## config.mk

```make
export PLATFORM = sky130hd
export DESIGN_NAME = fetch_prefetch
export DESIGN_NICKNAME = d
export VERILOG_FILES = /design/src/rtl/fetch_prefetch.sv
export SDC_FILE = /design/constraint.sdc
export NUM_CORES = 1
export LEC_CHECK = 0
export BUFFER_PORTS_ARGS = -buffer_cell sky130_fd_sc_hd__buf_2
export CORE_MARGIN = 1.5
export CORE_UTILIZATION = 58
export DETAILED_ROUTE_END_ITERATION = 10
export GPL_ROUTABILITY_DRIVEN = 0
export HOLD_SLACK_MARGIN = 0.1
export PLACE_DENSITY_LB_ADDON = 0.2
export RECOVER_POWER = 50
export SYNTH_ARGS = -nofsm -noshare
export SYNTH_HDL_FRONTEND = slang
export SYNTH_SLANG_ARGS = --single-unit
```

## constraint.sdc

```tcl
create_clock -name clk -period 2.6 [get_ports clk]
set_input_delay 0.65 -clock clk [delete_from_list [all_inputs] [get_ports clk]]
set_output_delay 0.65 -clock clk [all_outputs]
set_load 0.03 [all_outputs]
```

## src/rtl/fetch_prefetch.sv

```systemverilog
// fetch_prefetch: byte-serial instruction fetch with word assembly and a
// small first-word-fall-through prefetch queue toward decode.
// Bytes are requested sequentially from code memory. Each word is packed
// MSB-first and pushed with the address of its first byte. A redirect
// flushes everything and restarts fetching at redirect_pc.
module fetch_prefetch #(
   parameter int unsigned       ADDR_W      = 8,
   parameter int unsigned       INSTR_BYTES = 4,
   parameter int unsigned       FIFO_DEPTH  = 2,
   parameter logic [ADDR_W-1:0] RESET_PC    = '0
) (
   input  logic                     clk,
   input  logic                     rst,
   input  logic                     cs_fetch,
   input  logic                     redirect,
   input  logic [ADDR_W-1:0]        redirect_pc,
   output logic                     mem_req,
   output logic [ADDR_W-1:0]        mem_addr,
   input  logic                     mem_rdy,
   input  logic [7:0]               mem_data,
   output logic [8*INSTR_BYTES-1:0] instr,
   output logic [ADDR_W-1:0]        instr_pc,
   output logic                     instr_valid,
   input  logic                     instr_ready,
   output logic                     rdy_fetch
);

   localparam int unsigned IW    = 8 * INSTR_BYTES;
   localparam int unsigned BC_W  = (INSTR_BYTES > 1) ? $clog2(INSTR_BYTES) : 1;
   localparam int unsigned PTR_W = (FIFO_DEPTH > 1) ? $clog2(FIFO_DEPTH) : 1;
   localparam int unsigned OCC_W = $clog2(FIFO_DEPTH + 1);

   localparam logic [BC_W-1:0]  LAST_BYTE = BC_W'(INSTR_BYTES - 1);
   localparam logic [PTR_W-1:0] PTR_LAST  = PTR_W'(FIFO_DEPTH - 1);
   localparam logic [OCC_W-1:0] FULL_CNT  = OCC_W'(FIFO_DEPTH);

   typedef enum logic [1:0] {
      S_IDLE,
      S_REQ,
      S_HOLD
   } state_t;

   state_t            state_q, state_d;
   logic [ADDR_W-1:0] pc_q, pc_d;
   logic [BC_W-1:0]   byte_cnt_q, byte_cnt_d;
   logic [IW-1:0]     partial_q, partial_d;
   logic [ADDR_W-1:0] word_pc_q, word_pc_d;

   logic [IW-1:0]     fifo_data_q [FIFO_DEPTH];
   logic [IW-1:0]     fifo_data_d [FIFO_DEPTH];
   logic [ADDR_W-1:0] fifo_pc_q   [FIFO_DEPTH];
   logic [ADDR_W-1:0] fifo_pc_d   [FIFO_DEPTH];
   logic [PTR_W-1:0]  rd_ptr_q, rd_ptr_d;
   logic [PTR_W-1:0]  wr_ptr_q, wr_ptr_d;
   logic [OCC_W-1:0]  occ_q, occ_d;

   logic              pop;
   logic              push;
   logic [OCC_W-1:0]  occ_left;
   logic [IW-1:0]     assembled;
   logic [ADDR_W-1:0] push_pc;

   function automatic logic [PTR_W-1:0] ptr_inc(input logic [PTR_W-1:0] p);
      return (p == PTR_LAST) ? '0 : p + PTR_W'(1);
   endfunction

   // Assembler FSM, word packing and queue bookkeeping; redirect overrides everything.
   always_comb begin
      state_d     = state_q;
      pc_d        = pc_q;
      byte_cnt_d  = byte_cnt_q;
      partial_d   = partial_q;
      word_pc_d   = word_pc_q;
      fifo_data_d = fifo_data_q;
      fifo_pc_d   = fifo_pc_q;
      rd_ptr_d    = rd_ptr_q;
      wr_ptr_d    = wr_ptr_q;
      occ_d       = occ_q;
      pop         = 1'b0;
      push        = 1'b0;
      push_pc     = (byte_cnt_q == '0) ? pc_q : word_pc_q;

      assembled = partial_q;
      for (int unsigned i = 0; i < INSTR_BYTES; i++) begin
         if (byte_cnt_q == BC_W'(i)) begin
            assembled[IW-1-8*i -: 8] = mem_data;
         end
      end

      if (!redirect) begin
         pop = (occ_q != '0) && instr_ready;
      end
      occ_left = occ_q - OCC_W'(pop);

      if (redirect) begin
         pc_d       = redirect_pc;
         byte_cnt_d = '0;
         partial_d  = '0;
         rd_ptr_d   = '0;
         wr_ptr_d   = '0;
         occ_d      = '0;
         state_d    = cs_fetch ? S_REQ : S_IDLE;
      end else begin
         unique case (state_q)
            S_IDLE: begin
               if (cs_fetch) begin
                  state_d = (occ_left == FULL_CNT) ? S_HOLD : S_REQ;
               end
            end
            S_REQ: begin
               if (mem_rdy) begin
                  pc_d = pc_q + ADDR_W'(1);
                  if (byte_cnt_q == '0) begin
                     word_pc_d = pc_q;
                  end
                  if (byte_cnt_q == LAST_BYTE) begin
                     push       = 1'b1;
                     byte_cnt_d = '0;
                     partial_d  = '0;
                     if (!cs_fetch) begin
                        state_d = S_IDLE;
                     end else if (occ_left == FULL_CNT - OCC_W'(1)) begin
                        state_d = S_HOLD;
                     end
                  end else begin
                     byte_cnt_d = byte_cnt_q + BC_W'(1);
                     partial_d  = assembled;
                     // Never request a last byte that would have nowhere to go.
                     if ((byte_cnt_d == LAST_BYTE) && (occ_left == FULL_CNT)) begin
                        state_d = S_HOLD;
                     end
                  end
               end
            end
            S_HOLD: begin
               if ((byte_cnt_q == '0) && !cs_fetch) begin
                  state_d = S_IDLE;
               end else if (occ_left != FULL_CNT) begin
                  state_d = S_REQ;
               end
            end
            default: state_d = S_IDLE;
         endcase

         if (pop) begin
            rd_ptr_d = ptr_inc(rd_ptr_q);
         end
         if (push) begin
            fifo_data_d[wr_ptr_q] = assembled;
            fifo_pc_d[wr_ptr_q]   = push_pc;
            wr_ptr_d              = ptr_inc(wr_ptr_q);
         end
         occ_d = occ_left + OCC_W'(push);
      end
   end

   // State registers with asynchronous active-low reset.
   always_ff @(posedge clk or negedge rst) begin
      if (!rst) begin
         state_q    <= S_IDLE;
         pc_q       <= RESET_PC;
         byte_cnt_q <= '0;
         partial_q  <= '0;
         word_pc_q  <= '0;
         rd_ptr_q   <= '0;
         wr_ptr_q   <= '0;
         occ_q      <= '0;
         for (int unsigned i = 0; i < FIFO_DEPTH; i++) begin
            fifo_data_q[i] <= '0;
            fifo_pc_q[i]   <= '0;
         end
      end else begin
         state_q     <= state_d;
         pc_q        <= pc_d;
         byte_cnt_q  <= byte_cnt_d;
         partial_q   <= partial_d;
         word_pc_q   <= word_pc_d;
         rd_ptr_q    <= rd_ptr_d;
         wr_ptr_q    <= wr_ptr_d;
         occ_q       <= occ_d;
         fifo_data_q <= fifo_data_d;
         fifo_pc_q   <= fifo_pc_d;
      end
   end

   // Outputs decode registered state only.
   always_comb begin
      mem_req     = (state_q == S_REQ);
      mem_addr    = pc_q;
      rdy_fetch   = (state_q == S_IDLE);
      instr_valid = (occ_q != '0);
      instr       = instr_valid ? fifo_data_q[rd_ptr_q] : '0;
      instr_pc    = instr_valid ? fifo_pc_q[rd_ptr_q] : '0;
   end

endmodule
```

# ---- Word level (Yosys, flattened, before mapping)
# Cells that the tools add are included.
dict set report totals {
  reg_bits 136
  inputBits 22
  output_inout_bits 51
}
dict set report classes {
  reduce_logical 16
  addsub 6
  n_bitwise 3
  muxes 54
  eq_ne 14
  order_cmp 3
}
# cell n
set ops {}
lappend ops {{$mux W32} 9}
lappend ops {{$mux W8} 13}
lappend ops {{$bwmux W64} 1}
lappend ops {{$demux W32 S1} 1}
lappend ops {{$mux W2} 15}
lappend ops {{$bwmux W16} 1}
lappend ops {{$mux W1} 12}
lappend ops {{$eq A2 B2 Y1 const B} 5}
lappend ops {{$reduce_bool A2 Y1} 5}
lappend ops {{$add A8 B1 Y8 const B} 1}
lappend ops {{$demux W8 S1} 1}
lappend ops {{$eq A2 B1 Y1 const B} 3}
lappend ops {{$pmux W2 S3} 1}
lappend ops {{$ne A5 B4 Y1 const B} 1}
lappend ops {{$reduce_and A5 Y1} 1}
lappend ops {{$ge A2 B2 Y1 const B} 2}
lappend ops {{$logic_and A1 B1 Y1} 4}
lappend ops {{$logic_not A2 Y1} 2}
lappend ops {{$ne A4 B2 Y1 const B} 1}
lappend ops {{$ne A4 B4 Y1 const B} 1}
lappend ops {{$not A1 Y2} 2}
lappend ops {{$reduce_and A2 Y1} 2}
lappend ops {{$ne A3 B2 Y1 const B} 1}
lappend ops {{$ne A3 B3 Y1 const B} 1}
lappend ops {{9 further kinds} 10}

# ---- Longest topological paths before layout
# Gate-level depths: netlist (run 1).
dict set report logic_depth {
  word_depth 11
  depth_mapped 9
  mapped_depth_nobuf 9
}

# ---- Worst setup path after synthesis (run 1)
# Ideal clock, no wire load.
dict set report synth_path {
  kind {in2reg}
  from {input port redirect}
  to {register state_q[1]}
  path_slack_ns 0.099
  t_required_ns 2.490
  arrival_ns 2.391
  path_buffers 2
  stages 8
  cell_sequence {clkbuf_1 -> clkbuf_1 -> nor2_1 -> ha_1 -> nand2_1 -> o311ai_0 -> nor2_1 -> o41ai_1}
}
dict set report synth_via {
  elab_chain_len 7
  word_cells_on_any_way 16
}
# item line_no
set synth_lines {}
lappend synth_lines {{start, declared} 15} ;# input logic redirect,
lappend synth_lines {{$mux W1} 90} ;# if (!redirect) begin
lappend synth_lines {{$sub A2 B1 Y2} 93} ;# occ_left = occ_q - OCC_W'(pop);
lappend synth_lines {{$eq A2 B2 Y1} {107, 129}}
lappend synth_lines {{$mux W2} 107} ;# state_d = (occ_left == FULL_CNT) ? S_HOLD : S_REQ;
lappend synth_lines {{$mux W2} 106} ;# if (cs_fetch) begin
lappend synth_lines {{$pmux W2 S3} 104} ;# unique case (state_q)
lappend synth_lines {{$mux W2} 95} ;# if (redirect) begin
lappend synth_lines {{end signal, assigned} 173} ;# state_q <= state_d;
lappend synth_lines {{end, declared} 43} ;# state_t state_q, state_d;
# Several ways; a longest one is shown, not always the timed one. The select of a mux whose other input is x is not followed.
# A chain may end at the register's enable or synchronous reset.

# ---- Worst setup path after layout (run 1)
dict set report layout_path {
  from {register rd_ptr_q}
  to {output port instr_pc[2]}
}
dict set report layout_via {
  elab_chain_len 5
}
# item line_no
set layout_lines {}
lappend layout_lines {{start, declared} 53} ;# logic [PTR_W-1:0] rd_ptr_q, rd_ptr_d;
lappend layout_lines {{start signal, assigned} 178} ;# rd_ptr_q <= rd_ptr_d;
lappend layout_lines {{$not A1 Y2 (not written as such)} 193} ;# instr_pc = instr_valid ? fifo_pc_q[rd_ptr_q] : '0;
lappend layout_lines {{$mux W8 (not written as such) (3 in a row)} 193}
lappend layout_lines {{$mux W8} 193}
lappend layout_lines {{end, declared} 22} ;# output logic [ADDR_W-1:0] instr_pc,
# No other way between the ends. The select of a mux whose other input is x is not followed.

==> results of run 1 <==
## power by group through the flow
stage / Clock [mW] / Sequential, mW / Combinational [mW]
floorplan: 0 / 2.25 / 0.415
global placement: 0 / 2.25 / 0.589
CTS: 2.58 / 2.22 / 0.613
finish: 2.56 / 2.22 / 0.602
global route: 2.68 / 2.24 / 0.662
detailed placement: 0 / 2.25 / 0.606
## worst min-delay path, stage by stage
cell and delay [ns]:
sky130_fd_sc_hd__buf_2 0.07, sky130_fd_sc_hd__nand2_1 0.04, sky130_fd_sc_hd__o21ai_0 0.06
## cell usage after synthesis, drive strengths merged (2+ instances only)
cell type  count
a21oi          4
a22o          24
and2           3
buf           32
clkbuf        13
dfrtp        128
ha             7
inv            8
mux2          24
mux2i         74
nand2         79
nand2b         3
nand3b         2
nand4          2
nand4b         3
nor2          53
nor2b          2
nor3b          3
o21ai         71
o22ai          4
xnor2          6
xor2           5
## kinds of logic (layout without fill, tap and decap cells)
kind of cell	Yosys count	count (layout)	synth area share, %
and+or+nand+nor	156	156	11.5
DFF	128	128	53.0
AOI/OAI and AO/OA	107	107	11.0
muxes	98	98	17.1
buffers and inverters	53	127	4.31
xor gates and xnor gates	11	11	1.60
adders and majority gates	7	7	1.45
## cells in the final DEF, fill, tap and decap left out, types with 5 or more instances in the layout
cell,count
sky130_fd_sc_hd__a22o_1,24
sky130_fd_sc_hd__buf_2,71
sky130_fd_sc_hd__buf_4,8
sky130_fd_sc_hd__bufinv_16,5
sky130_fd_sc_hd__clkbuf_16,16
sky130_fd_sc_hd__dfrtp_1,127
sky130_fd_sc_hd__ha_1,7
sky130_fd_sc_hd__inv_1,8
sky130_fd_sc_hd__mux2_2,17
sky130_fd_sc_hd__mux2_4,5
sky130_fd_sc_hd__mux2i_1,74
sky130_fd_sc_hd__nand2_1,79
sky130_fd_sc_hd__nor2_1,51
sky130_fd_sc_hd__o21ai_0,71
sky130_fd_sc_hd__xnor2_1,6
sky130_fd_sc_hd__xor2_1,5
## registers in the layout, summed over array words and instances (netlist names)
signal       flops
occ_q            2
fifo_data_q     64
rd_ptr_q         1
word_pc_q        8
wr_ptr_q         1
fifo_pc_q       16
partial_q       24
mem_addr         8
state_q          2
byte_cnt_q       2
## final timing paths
check                                  endpoint       startpoint  cells after the start
worst max-delay path                instr_pc[2]         rd_ptr_q                      4
worst min-delay path                mem_addr[1]   redirect_pc[1]                      3
worst max register to register  fifo_data_q[32]       state_q[1]                      4
worst min register to register  fifo_data_q[52]  fifo_data_q[52]                      2
max in group asynchronous         partial_q[10]              rst                      2
min in group asynchronous       fifo_data_q[60]              rst                      1
## final cells by class
class | instances | area [sq um] | area share, %
Timing Repair Buffer | 87 | 484 | 6.80
Clock inverter | 13 | 209 | 2.93
Inverter | 8 | 30.0 | 0.422
Tap cell | 136 | 170 | 2.39
Multi-Input combinational cell | 379 | 2580 | 36.3
Clock buffer | 19 | 442 | 6.20
Sequential cell | 128 | 3200 | 45.0
## metrics by stage
| stage | std cells | total power [mW] | utilization [%] |
|---|---|---|---|
| floorplan | 560 | 2.67 | - |
| global placement | 738 | 2.84 | 63.5 |
| detailed placement | 738 | 2.86 | 63.5 |
| CTS | 770 | 5.42 | 69.9 |
| global route | 770 | 5.58 | 69.6 |
| finish | 770 | 5.38 | 69.6 |
## per-layer routing
| layer | global-route usage [%] | up-vias |
|---|---|---|
| met5 | 0 | - |
| met4 | 7.24 | 0 |
| met3 | 4.37 | 11 |
| met2 | 39.4 | 103 |
| met1 | 35.2 | 2148 |
| li1 | - | 2051 |
==> run_summary.xml, run 1 <==
<?xml version="1.0" encoding="UTF-8"?>
<metrics>
  <group name="run_status">
    <metric name="outcome" unit="">finished clean</metric>
  </group>
  <group name="global_routing">
    <metric name="gr-total-overflow" unit="">0</metric>
    <metric name="first_global_vias" unit="">4263</metric>
    <metric name="grt_first_pass_wirelength" unit="um">21600</metric>
    <metric name="maximum_number_of_pins_on_one_net_before_global_route_repair" unit="">74</metric>
    <metric name="gr-usage-all-layers" unit="%">24.8</metric>
    <metric name="antenna_found_initial" unit="">0</metric>
  </group>
  <group name="placed_design">
    <metric name="portBuffers" unit="">72</metric>
    <metric name="place_worst_setup_slack" unit="ns">0.350</metric>
    <metric name="dp_hpwl" unit="um">8240</metric>
    <metric name="detailed_place.area" unit="sq um">6500</metric>
  </group>
  <group name="sta">
    <metric name="holdWs" unit="ns">0.355</metric>
    <metric name="period_share" unit="%">95.1</metric>
    <metric name="final_critical_path_setup_slack" unit="ns">0.127</metric>
    <metric name="report.final.hold_viol_count" unit="">0</metric>
    <metric name="tns" unit="ns">0</metric>
    <metric name="finalWorstPathRequiredPeriod" unit="ns">2.47</metric>
    <metric name="setup-violations-final" unit="">0</metric>
    <metric name="maxSlewViolCount" unit="">0</metric>
    <metric name="maxClockFrequency" unit="GHz">0.404</metric>
    <metric name="max_slew_headroom" unit="%">24.5</metric>
    <metric name="skew" unit="ns">0.00834</metric>
    <metric name="rsz_0062_raised_after_global_routing" unit="">no</metric>
    <metric name="worst_slew_pin_slew" unit="ns">1.13</metric>
  </group>
  <group name="synthesis">
    <metric name="seq_area_frac_synth" unit="%">53.0</metric>
    <metric name="netlist.top_cell.by_area" unit="">sky130_fd_sc_hd__dfrtp_1</metric>
    <metric name="synthesized_instance_count" unit="">560</metric>
    <metric name="synth_edf_count" unit="">0</metric>
    <metric name="yosys_register_bits" unit="">128</metric>
    <metric name="netlist-cell-type-count" unit="">43</metric>
    <metric name="synthArstFlopShare" unit="%">100</metric>
    <metric name="synthTopCellsByArea" unit="">sky130_fd_sc_hd__dfrtp_1 (53%), sky130_fd_sc_hd__mux2i_1 (12%), sky130_fd_sc_hd__o21ai_0 (5.9%)</metric>
    <metric name="synth_ff_type" unit="">sky130_fd_sc_hd__dfrtp_1</metric>
    <metric name="synthDominantCellAreaShare" unit="%">53.0</metric>
    <metric name="post_synth_instance_area" unit="sq um">6040</metric>
    <metric name="net_count_after_synthesis" unit="">589</metric>
    <metric name="synth_area_per_cell" unit="sq um">10.8</metric>
    <metric name="synthesis.yosys.warnings" unit="">0</metric>
  </group>
  <group name="clocking">
    <metric name="cts-root-buf" unit="">sky130_fd_sc_hd__clkbuf_8</metric>
    <metric name="cts_setup_buffers" unit="">0</metric>
    <metric name="ctsHoldBuffers" unit="">0</metric>
    <metric name="clkSlewWorstSetupHoldPaths" unit="ns">0.06</metric>
    <metric name="number_of_cts_inserted_buffers" unit="">17</metric>
    <metric name="cts_resized" unit="">0</metric>
    <metric name="cts_sinks" unit="">128</metric>
    <metric name="clock_tree.htree_level_count" unit="">4</metric>
    <metric name="longest_clk_path_bufs" unit="">2</metric>
    <metric name="tritoncts" unit="">done</metric>
    <metric name="clk-insertion-delay-late" unit="ns">0.51</metric>
  </group>
  <group name="power">
    <metric name="switching_fraction" unit="%">24.2</metric>
    <metric name="total_leakage_power" unit="nW">3.34</metric>
    <metric name="comb_power_share" unit="%">11.2</metric>
    <metric name="power.share.clock" unit="%">47.5</metric>
    <metric name="power_switching" unit="mW">1.30</metric>
    <metric name="share_seq_of_total_power" unit="%">41.3</metric>
    <metric name="p_per_area" unit="nW/um^2">756</metric>
    <metric name="internal_power" unit="mW">4.08</metric>
    <metric name="vdd.ir_drop.worst" unit="mV">0.418</metric>
  </group>
  <group name="routing">
    <metric name="met3_wirelength" unit="um">456</metric>
    <metric name="dr_wl_met2" unit="um">6360</metric>
    <metric name="route.detailed.drc" unit="">0</metric>
    <metric name="per_cell_via_count_in_the_routed_design" unit="">5.60</metric>
    <metric name="drtPass1Iterations" unit="">5</metric>
    <metric name="wl" unit="um">12800</metric>
    <metric name="vias_after_detailed_routing" unit="">4313</metric>
    <metric name="routed.top_layer" unit="">met4</metric>
    <metric name="drt.antenna.violating_nets" unit="">0</metric>
    <metric name="drtIter0Drc" unit="">255</metric>
    <metric name="routed_wirelength_normalized_by_instance_count" unit="um">16.7</metric>
    <metric name="met1_length" unit="um">5890</metric>
  </group>
  <group name="critical_path">
    <metric name="reg2reg_slack" unit="ns">0.43</metric>
    <metric name="cp-end-kind" unit="">primary output</metric>
    <metric name="worstSetupStartpointType" unit="">flop</metric>
    <metric name="worstPathMaxFanout" unit="">25</metric>
    <metric name="cp.required" unit="ns">1.95</metric>
    <metric name="worstSetupPathType" unit="">flop to primary output</metric>
    <metric name="worstPathCellList" unit="">buf_4, mux2i_1, nor2_1, buf_2</metric>
    <metric name="worst_path_buffer_plus_inverter_count" unit="">2</metric>
    <metric name="family_of_cells_with_the_greatest_summed_delay_on_the_critical_path" unit="">buffers and inverters</metric>
    <metric name="slowest_cell_on_crit_path" unit="">sky130_fd_sc_hd__buf_4</metric>
    <metric name="timing.critical_path.slowest_cell_delay" unit="ns">0.39</metric>
    <metric name="critical_path_arrival" unit="ns">1.82</metric>
  </group>
  <group name="worst_hold_path">
    <metric name="min_path_type" unit="">input pin to flop</metric>
  </group>
  <group name="finish">
    <metric name="area_growth_syn_to_layout" unit="%">17.9</metric>
    <metric name="number_of_inserted_diodes" unit="">0</metric>
    <metric name="nNetsFinal" unit="">650</metric>
    <metric name="fillCellCount" unit="">775</metric>
    <metric name="proportion_of_layout_cells_with_a_drive_suffix_above_1" unit="%">23.5</metric>
    <metric name="layout.cell_area.non_filler" unit="sq um">7120</metric>
  </group>
  <group name="die">
    <metric name="area_enclosed_by_the_die_boundary" unit="sq um">11000</metric>
    <metric name="vertical_extent_of_the_die" unit="um">105</metric>
    <metric name="std_cell_rows" unit="">37</metric>
    <metric name="die_width" unit="um">105</metric>
    <metric name="top_level_ports" unit="">73</metric>
    <metric name="placeableCoreArea" unit="sq um">10200</metric>
    <metric name="effective_utilization_at_floorplan" unit="%">59.0</metric>
  </group>
  <group name="flow_run">
    <metric name="max_cap_viol_count" unit="">0</metric>
  </group>
</metrics>
Power figures use the tool's default switching activity.
==> run 2, diff against run 1 <==
- CORE_MARGIN: 1.5 -> default
- CTS_CLUSTER_SIZE: default -> 24
==> run_summary.xml, run 2 (synthesized netlist as in run 1, its figures left out) <==
<?xml version="1.0" encoding="UTF-8"?>
<metrics>
  <group name="clocking">
    <metric name="clock_tree.htree_level_count" unit="">4</metric>
    <metric name="tritoncts" unit="">done</metric>
    <metric name="number_of_cts_inserted_buffers" unit="">17</metric>
    <metric name="cts-root-buf" unit="">sky130_fd_sc_hd__clkbuf_8</metric>
    <metric name="ctsHoldBuffers" unit="">0</metric>
    <metric name="cts_sinks" unit="">128</metric>
    <metric name="clk-insertion-delay-late" unit="ns">0.52</metric>
    <metric name="cts_resized" unit="">0</metric>
    <metric name="clkSlewWorstSetupHoldPaths" unit="ns">0.06</metric>
    <metric name="longest_clk_path_bufs" unit="">2</metric>
    <metric name="cts_setup_buffers" unit="">0</metric>
  </group>
  <group name="routing">
    <metric name="drtPass1Iterations" unit="">4</metric>
    <metric name="routed_wirelength_normalized_by_instance_count" unit="um">17.0</metric>
    <metric name="wl" unit="um">13100</metric>
    <metric name="drtIter0Drc" unit="">239</metric>
    <metric name="drt.antenna.violating_nets" unit="">0</metric>
    <metric name="route.detailed.drc" unit="">0</metric>
    <metric name="per_cell_via_count_in_the_routed_design" unit="">5.63</metric>
    <metric name="vias_after_detailed_routing" unit="">4327</metric>
  </group>
  <group name="die">
    <metric name="top_level_ports" unit="">73</metric>
    <metric name="effective_utilization_at_floorplan" unit="%">60.9</metric>
    <metric name="area_enclosed_by_the_die_boundary" unit="sq um">10800</metric>
    <metric name="placeableCoreArea" unit="sq um">9910</metric>
    <metric name="vertical_extent_of_the_die" unit="um">104</metric>
    <metric name="die_width" unit="um">104</metric>
    <metric name="std_cell_rows" unit="">36</metric>
  </group>
  <group name="sta">
    <metric name="skew" unit="ns">0.00640</metric>
    <metric name="maxClockFrequency" unit="GHz">0.405</metric>
    <metric name="max_slew_headroom" unit="%">19.0</metric>
    <metric name="rsz_0062_raised_after_global_routing" unit="">no</metric>
    <metric name="maxSlewViolCount" unit="">0</metric>
    <metric name="finalWorstPathRequiredPeriod" unit="ns">2.47</metric>
    <metric name="final_critical_path_setup_slack" unit="ns">0.130</metric>
    <metric name="worst_slew_pin_slew" unit="ns">1.21</metric>
    <metric name="period_share" unit="%">95.0</metric>
    <metric name="report.final.hold_viol_count" unit="">0</metric>
    <metric name="setup-violations-final" unit="">0</metric>
    <metric name="tns" unit="ns">0</metric>
  </group>
  <group name="finish">
    <metric name="fillCellCount" unit="">724</metric>
    <metric name="leading_cell_type_in_the_layout_fill_and_taps_excluded" unit="">sky130_fd_sc_hd__dfrtp_1</metric>
    <metric name="layout.cell_area.non_filler" unit="sq um">7170</metric>
    <metric name="proportion_of_layout_cells_with_a_drive_suffix_above_1" unit="%">23.3</metric>
    <metric name="multiInputGateArea" unit="sq um">2580</metric>
    <metric name="largest_reg_flops" unit="">64</metric>
    <metric name="layout.cells.most_common_list" unit="">sky130_fd_sc_hd__dfrtp_1 (127), sky130_fd_sc_hd__nand2_1 (79), sky130_fd_sc_hd__mux2i_1 (74), sky130_fd_sc_hd__o21ai_0 (71), sky130_fd_sc_hd__buf_2 (70)</metric>
    <metric name="nNetsFinal" unit="">652</metric>
    <metric name="top_register" unit="">fifo_data_q</metric>
    <metric name="ff_latch_area" unit="sq um">3200</metric>
    <metric name="final_util" unit="%">72.4</metric>
    <metric name="number_of_inserted_diodes" unit="">0</metric>
    <metric name="area_growth_syn_to_layout" unit="%">18.8</metric>
    <metric name="reg.largest.list" unit="">fifo_data_q x64, partial_q x24, fifo_pc_q x16</metric>
  </group>
  <group name="power">
    <metric name="p_per_area" unit="nW/um^2">787</metric>
    <metric name="vdd.ir_drop.worst" unit="mV">0.459</metric>
    <metric name="switching_fraction" unit="%">22.9</metric>
    <metric name="total_leakage_power" unit="nW">3.37</metric>
    <metric name="power.share.clock" unit="%">49.8</metric>
    <metric name="internal_power" unit="mW">4.35</metric>
    <metric name="share_seq_of_total_power" unit="%">39.4</metric>
    <metric name="comb_power_share" unit="%">10.7</metric>
    <metric name="power_switching" unit="mW">1.29</metric>
  </group>
  <group name="critical_path">
    <metric name="worst_r2r_path_depth" unit="">5</metric>
    <metric name="reg2reg_slack" unit="ns">0.24</metric>
    <metric name="worstSetupPathType" unit="">flop to primary output</metric>
    <metric name="critical_path_arrival" unit="ns">1.82</metric>
    <metric name="cp.required" unit="ns">1.95</metric>
    <metric name="worstPathMaxFanout" unit="">40</metric>
    <metric name="cp-end-kind" unit="">primary output</metric>
    <metric name="worstSetupStartpointType" unit="">flop</metric>
  </group>
  <group name="worst_hold_path">
    <metric name="hold_path_stages" unit="">3</metric>
    <metric name="min_path_type" unit="">input pin to flop</metric>
  </group>
  <group name="global_routing">
    <metric name="antenna_found_initial" unit="">0</metric>
    <metric name="gr-usage-all-layers" unit="%">26.4</metric>
    <metric name="first_global_vias" unit="">4372</metric>
    <metric name="grt_first_pass_wirelength" unit="um">22300</metric>
    <metric name="maximum_number_of_pins_on_one_net_before_global_route_repair" unit="">50</metric>
    <metric name="gr-total-overflow" unit="">0</metric>
  </group>
  <group name="placed_design">
    <metric name="detailed_place.area" unit="sq um">6510</metric>
    <metric name="portBuffers" unit="">72</metric>
    <metric name="dp_hpwl" unit="um">8530</metric>
    <metric name="place_worst_setup_slack" unit="ns">0.345</metric>
  </group>
  <group name="run_status">
    <metric name="outcome" unit="">finished clean</metric>
  </group>
  <group name="flow_run">
    <metric name="max_cap_viol_count" unit="">0</metric>
  </group>
</metrics>
-- run 2: changes by cell type in the layout (fill, tap and decap cells not counted), moves of 2 or more --
cell,change
sky130_fd_sc_hd__clkbuf_2,+2
sky130_fd_sc_hd__clkbuf_8,+3
sky130_fd_sc_hd__bufinv_16,+2
sky130_fd_sc_hd__clkinvlp_4,-3
sky130_fd_sc_hd__clkbuf_1,+2
sky130_fd_sc_hd__buf_4,+2
-- run 2: power by group through the flow --
stage	registers [mW]	clock network, mW	logic, mW
global placement	2.25	0	0.590
finish	2.23	2.81	0.606
global route	2.24	2.93	0.667
CTS	2.22	2.84	0.622
floorplan	2.25	0	0.415
detailed placement	2.26	0	0.611
-- run 2: path summary, 6_finish.rpt --
check | endpoint | start
max | instr[11] | occ_q[1]
min | mem_addr[2] | redirect_pc[2]
min reg2reg | fifo_data_q[60] | fifo_data_q[60]
max in group asynchronous | fifo_data_q[49] | rst
min in group asynchronous | word_pc_q[4] | rst
max reg2reg | fifo_data_q[38] | state_q[1]
-- run 2: final cells by class --
cell class | instances | share of cell area, %
clock buffers | 23 | 6.79
clock inverters | 9 | 3.12
flip-flops and latches | 128 | 44.7
repair buffers | 89 | 6.70
inverters | 8 | 0.419
well taps | 133 | 2.32
multi-input cells | 379 | 36.0
-- run 2: through the flow --
| step | cells | power (mW) | hold slack [ns] |
|---|---|---|---|
| after detailed placement | 737 | 2.87 | 0.469 |
| final | 769 | 5.65 | 0.330 |
| after floorplan | 560 | 2.67 | 0.354 |
| after global routing | 769 | 5.84 | 0.337 |
| after global placement | 737 | 2.84 | 0.460 |
| after CTS | 769 | 5.69 | 0.166 |
-- run 2: routing by layer --
| layer | global-route usage (%) | share of wire [%] |
|---|---|---|
| met1 | 36.8 | 47 |
| met2 | 41.6 | 48 |
| met3 | 4.76 | 3.8 |
| met4 | 9.69 | 1.5 |
| met5 | 0 | 0 |
-- run 2: worst max-delay path, cell delays in order, from the launching register on --
cell	delay (ns)
sky130_fd_sc_hd__dfrtp_1	0.43
sky130_fd_sc_hd__nor2_4	0.11
sky130_fd_sc_hd__buf_4	0.41
sky130_fd_sc_hd__nor2_1	0.13
sky130_fd_sc_hd__buf_2	0.20
